**src/rtl/comment_strip.sv**
```systemverilog
// comment_strip: removes C-style line and block comments from an ASCII
// character stream. Each comment collapses to a single space. All other
// characters pass through in order. The output is a registered character
// qualified by a one-cycle valid strobe.
module comment_strip #(
  parameter int CNT_W = 8
) (
  input  logic             clk,
  input  logic             reset,
  input  logic [7:0]       in,
  input  logic             in_valid,
  output logic             in_ready,
  output logic [7:0]       out,
  output logic             out_valid,
  output logic             in_comment,
  output logic [CNT_W-1:0] comment_cnt
);

  localparam logic [7:0] CH_SLASH = 8'd47;
  localparam logic [7:0] CH_STAR  = 8'd42;
  localparam logic [7:0] CH_NL    = 8'd10;
  localparam logic [7:0] CH_SP    = 8'd32;

  typedef enum logic [2:0] {
    NORM  = 3'd0,
    SLASH = 3'd1,
    PEND  = 3'd2,
    LINE  = 3'd3,
    BLOCK = 3'd4,
    BSTAR = 3'd5
  } state_t;

  state_t     state;
  state_t     state_nxt;
  logic [7:0] pend;
  logic [7:0] pend_nxt;
  logic       emit;
  logic [7:0] emit_chr;
  logic       open_cmt;
  logic       accept;

  // PEND spends its cycle replaying the stored character, so input stalls
  assign in_ready   = (state != PEND);
  assign accept     = in_valid && in_ready;
  assign in_comment = (state == LINE) || (state == BLOCK) || (state == BSTAR);

  // Next-state, emitted character and comment-open decode
  always_comb begin
    state_nxt = state;
    pend_nxt  = pend;
    emit      = 1'b0;
    emit_chr  = in;
    open_cmt  = 1'b0;
    case (state)
      NORM: begin
        if (accept) begin
          if (in == CH_SLASH) begin
            state_nxt = SLASH;
          end else begin
            emit = 1'b1;
          end
        end
      end
      SLASH: begin
        if (accept) begin
          if (in == CH_SLASH) begin
            state_nxt = LINE;
            emit      = 1'b1;
            emit_chr  = CH_SP;
            open_cmt  = 1'b1;
          end else if (in == CH_STAR) begin
            state_nxt = BLOCK;
            emit      = 1'b1;
            emit_chr  = CH_SP;
            open_cmt  = 1'b1;
          end else begin
            // the held slash was ordinary text: release it now, the new
            // character follows one cycle later
            state_nxt = PEND;
            emit      = 1'b1;
            emit_chr  = CH_SLASH;
            pend_nxt  = in;
          end
        end
      end
      PEND: begin
        if (pend == CH_SLASH) begin
          state_nxt = SLASH;
        end else begin
          state_nxt = NORM;
          emit      = 1'b1;
          emit_chr  = pend;
        end
      end
      LINE: begin
        if (accept && (in == CH_NL)) begin
          state_nxt = NORM;
          emit      = 1'b1;
          emit_chr  = CH_NL;
        end
      end
      BLOCK: begin
        if (accept && (in == CH_STAR)) begin
          state_nxt = BSTAR;
        end
      end
      BSTAR: begin
        if (accept) begin
          if (in == CH_SLASH) begin
            state_nxt = NORM;
          end else if (in != CH_STAR) begin
            state_nxt = BLOCK;
          end
        end
      end
      default: begin
        state_nxt = NORM;
      end
    endcase
  end

  // State, pending character, output register and comment counter
  always_ff @(posedge clk or negedge reset) begin
    if (!reset) begin
      state       <= NORM;
      pend        <= 8'd0;
      out         <= 8'd0;
      out_valid   <= 1'b0;
      comment_cnt <= '0;
    end else begin
      state     <= state_nxt;
      pend      <= pend_nxt;
      out_valid <= emit;
      if (emit) begin
        out <= emit_chr;
      end
      if (open_cmt) begin
        comment_cnt <= comment_cnt + 1'b1;
      end
    end
  end

endmodule
```
**config.mk**
```make
export PLATFORM = sky130hd
export DESIGN_NAME = comment_strip
export DESIGN_NICKNAME = d
export VERILOG_FILES = /design/src/rtl/comment_strip.sv
export SDC_FILE = /design/constraint.sdc
export NUM_CORES = 1
export LEC_CHECK = 0
export CAP_MARGIN = 0
export CORE_MARGIN = 3
export CORE_UTILIZATION = 35
export CTS_CLUSTER_DIAMETER = 30
export DETAILED_ROUTE_END_ITERATION = 8
export HOLD_SLACK_MARGIN = 0.15
export PLACE_DENSITY_LB_ADDON = 0.08
export SLEW_MARGIN = 20
export SYNTH_ARGS = -nofsm -noshare
export SYNTH_HDL_FRONTEND = slang
export SYNTH_SLANG_ARGS = --single-unit
```
**constraint.sdc**
```tcl
create_clock -name clk -period 2 [get_ports clk]
set_clock_uncertainty 0.05 [all_clocks]
set_input_delay 0.3 -clock clk [delete_from_list [all_inputs] [get_ports clk]]
set_output_delay 0.3 -clock clk [all_outputs]
set_load 0.02 [all_outputs]
```
==> key figures <==
Finish
  • Area growth, synth to finish: 56.0%
  • Layout Cells excl Fill: 260
  • Fin area: ~0.0023 sq mm
  • Share of cells above drive strength 1: 0.357
  • Commonest non-fill, non-tap cell in the layout: buf_4
  • Ant. Diodes: 0
  • Fin util: 0.570
  • Most frequent cells in the layout: buf_4, dfrtp_1, clkdlybuf4s50_1
  • Nets@finish: 223

Setup path
  • Critical Path RT: 1.65 ns
  • Worst setup SP type: flop
  • Crit path capture type: output pin
  • Worst-path fanout max: 11
  • FF-to-FF setup slack: approximately 0.09 ns
  • Crit path DAT: 1.60 ns
  • Reg-to-reg endpoint: state[2]
  • FF-to-FF Start: state[2]
  • Worst setup path category: reg -> out
  • Worst reg2reg path depth: 7

Yosys
  • Avg Inst Size Synth: 10.5 sq um
  • Net Count, Synth: 153
  • Syn Std Cell Area: 0.00148 sq mm
  • YS warnings: 0
  • Post-Synthesis Cells: 141
  • Synth Flop Type: dfrtp_1
  • Ys async rst share: 1.00
  • Number of synthesized flops with an enable pin: 0
  • Register area share after synthesis: 0.473
  • Unique masters post-synth: 43
  • #FFs+latches synth: 28

Timing
  • Slew Limit Fails: 0
  • Min cycle time layout: 1.95 ns
  • Final setup vio count: 0
  • Final worst-path cycle share: 0.977
  • Fmax: 512 MHz
  • Least-Margin Pin Slew: approximately 0.5 ns
  • Worst slew margin: 0.667
  • Final hold vios: 0
  • WHS: 0.344 ns
  • RSZ-0062 raised after global routing: true

Placement
  • DP Area: 0.00207 sq mm
  • PortBufs: 29
  • Hpwl dp: 2950 um
  • Placed Instances: between 200 and 250
  • Gpl congestion: 0.891

Run status
  • Status: finished clean

Detailed routing
  • DRT Pass-1 Iters: 4
  • Routed WL: roughly 4200 um
  • Routed Antenna Nets: 0
  • Drt wl/cell: 16.0 um
  • Via Count: between 1000 and 1500
  • DRC Markers: 0
  • Vias/cell: 5.48
  • Starting DRT DRC Count: 100

Global routing
  • Largest net degree at the start of global routing: 29
  • Gr usage total: 0.165
  • Initial antenna violation count: 0
  • Global-route wire length before repair: 6680 um
  • Gr ovfl total: 0
  • Vias in the first global route: 1366

Die
  • Die Ht: just over 70 um
  • Rows: 23
  • Die width: around 71 um
  • Core area: 0.00406 sq mm
  • Die area: 0.00505 sq mm
  • Top Ports: 30
  • Initial Utilization: 0.365

Flow run
  • Max-cap violations: 0

Clock network
  • CTS H-tree depth: 1
  • Worst-Skew Late Latency: 0.27 ns
  • Num CTS Buffers: 3
  • Hold-fix buffers, CTS: 0
  • Root Buffer: clkbuf_8
  • Clock buffer depth: 2
  • Clk slew on worst S/H paths: 0.09 ns
  • CTS tree: yes
  • Sinks on the clock net: 28

Pwr
  • Leakage: about 1.0 nW
  • Power per Cell Area: between 600 and 700 mW/mm^2
  • Worst vdd rail ir drop: around 0.56 mV

Worst hold path
  • HP Class: in -> async
cell families (layout without fill, tap and decap cells):
| group | after synthesis | after routing | share of synthesized area |
|---|---|---|---|
| simple gates | 51 | 51 | 0.220 |
| compound gates | 35 | 35 | 0.154 |
| flops | 28 | 28 | 0.473 |
| mux | 9 | 9 | 0.0684 |
| buf+inv | 9 | 78 | 0.0287 |
| xor+xnor | 8 | 8 | 0.0473 |
| fa+ha+maj | 1 | 1 | 0.00844 |
report_power, final:
part	switching [mW]	total, mW	internal (mW)
sequential	0.0619	0.718	0.657
clock	0.174	0.351	0.176
combinational	0.247	0.508	0.261
layer usage:
| layer | up-vias | GRT usage | routed length [um] | share of wire |
|---|---|---|---|---|
| met5 | - | 0 | 0 | 0 |
| met4 | 0 | 0.0459 | 89 | 0.021 |
| met3 | 10 | 0.0284 | 146 | 0.035 |
| met2 | 38 | 0.255 | 2000 | 0.48 |
| met1 | 705 | 0.239 | 1930 | 0.46 |
| li1 | 672 | - | - | - |
area by class of cell:
cell class	count	area, sq um
Timing Repair Buffer	70	618
Inverter	4	15.0
Fill cell	360	1740
Tap cell	50	62.6
Multi-Input combinational cell	104	862
Sequential cell	28	701
Clock buffer	4	55.1
worst max-delay path, stage by stage (launching register included):
cell and delay, ns:
dfrtp_1 0.44, buf_12 0.17, nor3b_2 0.28, inv_1 0.11, dlygate4sd2_1 0.33
metrics by stage:
stage	worst slack, ns	setup TNS [ns]	power, mW
2_1_floorplan	0.0250	0	0.935
3_3_place_gp	-0.395	-8.06	1.21
3_5_place_dp	-0.431	-9.13	1.21
4_1_cts	0.000353	0	1.57
5_1_grt	-0.0304	-0.0475	1.66
6_report	0.0463	0	1.58
state kept, by name (all words and copies together), names as in the netlist:
register and count:
state 3, comment_cnt 8, pend 8, out 8, out_valid 1
cell usage after synthesis, types with 2 or more instances:
cell	n	area [sq um]
a211oi_1	2	15.0
a21oi_1	11	55.1
a221oi_1	2	17.5
a22oi_1	3	22.5
and3_1	3	18.8
and4_1	2	17.5
clkbuf_1	3	11.3
dfrtp_1	28	701
inv_1	4	15.0
mux2_2	9	101
nand2_1	7	26.3
nand3_1	2	10.0
nand4_1	6	37.5
nand4bb_1	2	22.5
nor2_1	13	48.8
nor3b_1	2	15.0
nor4_1	3	18.8
nor4b_1	2	17.5
o211ai_1	2	15.0
o21ai_0	5	25.0
o31ai_1	2	15.0
xnor2_1	4	35.0
xor2_1	4	35.0
worst max-delay path by stage:
stage,from,to
3_3_place_gp,in[7],comment_cnt[7]
4_1_cts,in[7],out[0]
2_1_floorplan,in[7],comment_cnt[7]
3_5_place_dp,in[1],out[7]
6_report,state[0],in_ready
5_1_grt,in[6],out[7]
what timing repair did:
| action | 4_1_cts | 5_1_grt |
|---|---|---|
| pin swaps | 7 | 12 |
| setup endpoints to repair | 24 | 20 |
| cloned | 2 | 0 |
| hold endpoints to repair | 0 | 0 |
| gates resized for setup | 18 | 20 |
| buffers inserted | 2 | 5 |
No activity file was read; power rests on OpenSTA's default activity.
